$ cat src/rtl/adc_rr_scheduler.sv
// Round-robin scheduler that shares one continuous-SCK serial ADC between NREQ requesters.
// Optional ADC_SCHED_AVG_EN: each grant runs four frames and returns their truncated mean.
module adc_rr_scheduler #(
    parameter int NREQ    = 2,
    parameter int CLK_DIV = 20,
    parameter int NBITS   = 12,
    parameter int GAP_CYC = 2,
    localparam int IDW    = (NREQ > 1) ? $clog2(NREQ) : 1
) (
    input  logic             clk,
    input  logic             rst,
    input  logic [NREQ-1:0]  req,
    input  logic             SDO,
    output logic             SCK,
    output logic             CS,
    output logic [NREQ-1:0]  grant,
    output logic [NREQ-1:0]  done,
    output logic [NBITS-1:0] data,
    output logic [IDW-1:0]   data_id
);

    localparam int DW = $clog2(CLK_DIV);
    localparam int XW = $clog2(NBITS + 5);
    localparam int GW = (GAP_CYC > 1) ? $clog2(GAP_CYC) : 1;

    typedef enum logic [1:0] {S_IDLE, S_CONV, S_GAP} state_t;

    state_t           r_state;
    logic [DW-1:0]    r_div;
    logic [XW-1:0]    r_idx;
    logic [GW-1:0]    r_gap;
    logic [NBITS-1:0] r_sh;
    logic [IDW-1:0]   r_ptr;
    logic [IDW-1:0]   r_id;

`ifdef ADC_SCHED_AVG_EN
    logic [1:0]       r_frame;
    logic [NBITS+1:0] r_acc;
    logic [NBITS+1:0] w_sum;
    assign w_sum = r_acc + {2'b00, r_sh};
`endif

    logic           w_tick;
    logic           w_any;
    logic [IDW-1:0] w_pick;
    logic           w_go;
    logic [IDW-1:0] w_go_id;
    logic [IDW-1:0] w_ptr_next;

    assign w_tick     = (r_div == '0);
    assign w_ptr_next = (r_id == IDW'(NREQ - 1)) ? '0 : r_id + 1'b1;

    // Scan downward so the requester closest to the pointer is the last writer and wins.
    always_comb begin
        // NOTE: every combinational output gets a default first, so no path can infer a latch.
        w_any  = 1'b0;
        w_pick = '0;
        for (int i = NREQ - 1; i >= 0; i--) begin
            if (req[(int'(r_ptr) + i) % NREQ]) begin
                w_any  = 1'b1;
                w_pick = IDW'((int'(r_ptr) + i) % NREQ);
            end
        end
    end

    always_comb begin
        w_go    = 1'b0;
        w_go_id = w_pick;
        if (w_tick) begin
            if (r_state == S_IDLE) begin
                w_go = w_any;
            end else if (r_state == S_GAP && r_gap == GW'(GAP_CYC - 1)) begin
                w_go = w_any;
`ifdef ADC_SCHED_AVG_EN
                if (r_frame != 2'd0) begin
                    w_go    = 1'b1;
                    w_go_id = r_id;
                end
`endif
            end
        end
    end

    // NOTE: all state below uses non-blocking assignments so every register samples pre-edge values.
    always_ff @(posedge clk or negedge rst) begin
        if (!rst) begin
            r_state <= S_IDLE;
            r_div   <= '0;
            r_idx   <= '0;
            r_gap   <= '0;
            r_sh    <= '0;
            r_ptr   <= '0;
            r_id    <= '0;
            SCK     <= 1'b0;
            CS      <= 1'b1;
            grant   <= '0;
            done    <= '0;
            data    <= '0;
            data_id <= '0;
`ifdef ADC_SCHED_AVG_EN
            r_frame <= '0;
            r_acc   <= '0;
`endif
        end else begin
            r_div <= (r_div == DW'(CLK_DIV - 1)) ? '0 : r_div + 1'b1;
            if (w_tick)
                SCK <= 1'b1;
            else if (r_div == DW'(CLK_DIV / 2))
                SCK <= 1'b0;
            done <= '0;

            if (w_go) begin
                r_id    <= w_go_id;
                grant   <= NREQ'(1) << w_go_id;
                CS      <= 1'b0;
                r_idx   <= '0;
                r_state <= S_CONV;
            end else if (w_tick) begin
                case (r_state)
                    S_IDLE: r_state <= S_IDLE;
                    S_CONV: begin
                        // r_idx = SCK periods completed since CS fell; the frame closes on the 16th tick.
                        r_idx <= r_idx + 1'b1;
                        if (r_idx >= XW'(2) && r_idx <= XW'(NBITS + 1))
                            r_sh <= {r_sh[NBITS-2:0], SDO};
                        if (r_idx == XW'(NBITS + 3)) begin
                            CS      <= 1'b1;
                            r_gap   <= '0;
                            r_state <= S_GAP;
`ifdef ADC_SCHED_AVG_EN
                            if (r_frame == 2'd3) begin
                                data    <= w_sum[NBITS+1:2];
                                data_id <= r_id;
                                done    <= NREQ'(1) << r_id;
                                grant   <= '0;
                                r_ptr   <= w_ptr_next;
                                r_frame <= '0;
                                r_acc   <= '0;
                            end else begin
                                r_acc   <= w_sum;
                                r_frame <= r_frame + 1'b1;
                            end
`else
                            data    <= r_sh;
                            data_id <= r_id;
                            done    <= NREQ'(1) << r_id;
                            grant   <= '0;
                            r_ptr   <= w_ptr_next;
`endif
                        end
                    end
                    S_GAP: begin
                        if (r_gap == GW'(GAP_CYC - 1))
                            r_state <= S_IDLE;
                        else
                            r_gap <= r_gap + 1'b1;
                    end
                    default: r_state <= S_IDLE;
                endcase
            end
        end
    end

endmodule

$ cat config.mk
export PLATFORM = sky130hd
export DESIGN_NAME = adc_rr_scheduler
export DESIGN_NICKNAME = d
export VERILOG_FILES = /design/src/rtl/adc_rr_scheduler.sv
export SDC_FILE = /design/constraint.sdc
export NUM_CORES = 1
export LEC_CHECK = 0
export ABC_CLOCK_PERIOD_IN_PS = 3600
export BUFFER_PORTS_ARGS = -buffer_cell sky130_fd_sc_hd__buf_2
export CAP_MARGIN = 10
export CORE_UTILIZATION = 56
export CTS_CLUSTER_DIAMETER = 60
export DETAILED_ROUTE_END_ITERATION = 7
export GPL_ROUTABILITY_DRIVEN = 1
export PLACE_DENSITY = 0.81
export SYNTH_ARGS = -nofsm -noshare
export SYNTH_HDL_FRONTEND = slang
export SYNTH_SLANG_ARGS = --single-unit
$ cat constraint.sdc
create_clock -name clk -period 3.6 [get_ports clk]
set_input_delay 0.36 -clock clk [delete_from_list [all_inputs] [get_ports clk]]
set_output_delay 0.36 -clock clk [all_outputs]
set_load 0.1 [all_outputs]
==> results.cfg <==
[drt]
wl_um = 3360
ant_nets = 0
firstDrtPassIters = 4
route.detailed.drc = 0
drtIter0Drc = 47
avgViaCountPerCell = 5.25
wl_per_cell_um = 13.3
num_vias = 1322

[yosys]
netlist_top_cells_area = dfrtp_1 57%, nand2_1 8.1%, mux2_2 6.8%
synth_seq_cells = 46
synth.most_common_cell = dfrtp_1
ys_seq_area_frac = 0.580
async_flop_share = 1.00
synth_common_cells = 45 x dfrtp_1, 43 x nand2_1, 12 x mux2_2
ys.warnings.count = 0
dominantRegCellSynth = dfrtp_1
synth_edf_count = 0
yosys.area.top_type = dfrtp_1
avgSynthCellArea_um2 = 10.9
synth_top_area_share = 0.566
synth_cell_types = 42
syn-num-nets = 194
synth.cell_area_um2 = 1990
netlist_instances = 182

[timing]
tightest_slew_ns = 0.980
max_clock_freq_ghz = 0.325
fin_hold_ws_ns = 0.141
setup_viol = 0
finalCritPeriodShare = 0.855
setup_ws_ns = 0.522
tns_ns = 0
rsz0062_at_grt = no
final.setup_skew_ns = 0.0216
maxSlewViolCount = 0
maxSlewHeadroom = 0.347
hold_viol = 0
period_needed_ns = 3.08

[setup_path]
r2r_end = r_sh[3]$_DFFE_PN0P_
crit_type = reg -> reg
cp.arrival_ns = 3.34
cp_max_fo = 12
end_kind = flip-flop
critPathLaunchType = flip-flop
critPathRequiredTime_ns = 3.86
reg2reg_depth = 6
r2r_slack_ns = 0.52
regToRegStartpoint = r_div[0]$_DFF_PN0_

[pwr]
ir_worst_vdd_uv = 317
finalPower_uw = 816
cellLeakagePower_nw = 1.18
power.density_nw_per_um2 = 373

[clock_tree]
cts_buffer_depth = 2
cts_setup_buffers = 0
cts_buffers = 5
htree_levels = 2
cts_tree = yes
post_cts_resize_count = 0
insertion_delay_ns = 0.36
clock-sinks = 46
clkTransAtPathRegs_ns = 0.14
root_buffer = clkbuf_4
holdBufCountCts = 0

[floorplan]
die_area_um2 = 3790
rows = 21
fp.dieW_um = 61.6
dieHeight_um = 61.6
ios = 24
floorplan.initialDensity = 0.591
coreArea_um2 = 3360

[final_layout]
multi_input_area_um2 = 771
drive_above_1_share = 0.233
diodes = 0
seq_area_um2 = 1150
final.fill_count = 277
area_growth_syn_to_layout_pct = 9.88
fin_util = 0.650
fin_nets = 217

[grt]
grtUsageTotal = 0.206
grt_max_degree = 47
grt_pass1_vias = 1212
grt_antenna_before_repair = 0
grt_pass1_wl_um = 5500
grt-ovfl-total = 0

[placement]
dp_hpwl_um = 2350
io_buffer_count = 23
pre_cts_slack_ns = 0.492
routabilityCongestion = 0.781

[run]
cap_violations = 0

[run_status]
status = finished clean

[min_path]
hp-class = in -> async
==> cell families after synthesis <==
family,synth area share
compound gates,0.0850
simple gates,0.181
buf+inv,0.0327
flops,0.580
xor+xnor,0.00441
fa+ha+maj,0.0441
mux,0.0730
==> worst max path at each step <==
stage                            start  cells past startpoint              endpoint  slack, ns
CTS                 r_div[0]$_DFF_PN0_                      6   r_sh[7]$_DFFE_PN0P_       0.50
global placement    r_div[0]$_DFF_PN0_                      6   r_sh[5]$_DFFE_PN0P_       0.60
finish              r_div[0]$_DFF_PN0_                      6   r_sh[3]$_DFFE_PN0P_       0.52
global route        r_div[0]$_DFF_PN0_                      6   r_sh[3]$_DFFE_PN0P_       0.33
detailed placement  r_div[0]$_DFF_PN0_                      6   r_sh[3]$_DFFE_PN0P_       0.49
floorplan           r_div[0]$_DFF_PN0_                      8  r_sh[10]$_DFFE_PN0P_       1.08
==> layout by cell type (no fill, tap or decap), drive strengths merged, types with 3 or more instances in the layout <==
| cell | n |
|---|---|
| buf | 24 |
| clkbuf | 6 |
| dfrtp | 45 |
| ha | 7 |
| inv | 7 |
| mux2 | 12 |
| nand2 | 43 |
| nand3 | 4 |
| nor2 | 9 |
| nor2b | 3 |
| o21ai | 9 |
==> metrics by stage <==
stage                     cell area, um2  std cells
final                               2180        252
after CTS                           2180        252
after floorplan                     1990        182
after global placement              2130        244
after global routing                2180        252
after detailed placement            2130        244
==> worst max-delay path: stages (launching register included) <==
cell     delay, ns
dfrtp_1       0.43
inv_1         0.09
ha_1          0.17
or4b_1        0.60
or3b_1        0.58
nor4_4        0.70
mux2_2        0.42
==> power by group <==
| part | internal, mW | switching, mW |
|---|---|---|
| sequential | 0.525 | 0.0113 |
| combinational | 0.0110 | 0.0329 |
| clock | 0.0770 | 0.159 |
==> routing by layer <==
| metal | global-route usage | routed length, um | vias to the layer above |
|---|---|---|---|
| met4 | 0.0730 | 46 | 0 |
| met5 | 0 | 0 | - |
| li1 | - | - | 657 |
| met2 | 0.316 | 1600 | 26 |
| met3 | 0.0630 | 111 | 5 |
| met1 | 0.278 | 1600 | 634 |
==> sequential cells by signal (all words and copies together), names as in the netlist <==
signal / count
data: 12
r_sh: 12
r_div: 5
r_idx: 5
done: 2
grant: 2
r_state: 2
CS: 1
SCK: 1
data_id: 1
r_gap: 1
r_id: 1
r_ptr: 1
==> final cells by class <==
| type | count | share of cell area |
|---|---|---|
| inverter | 7 | 0.0120 |
| sequential | 46 | 0.527 |
| multi-input combinational | 121 | 0.353 |
| tap | 46 | 0.0263 |
| clock inverter | 2 | 0.00630 |
| clock buffer | 6 | 0.0189 |
| timing repair buffer | 24 | 0.0561 |
Note: power is estimated with default switching activity, not from simulation.
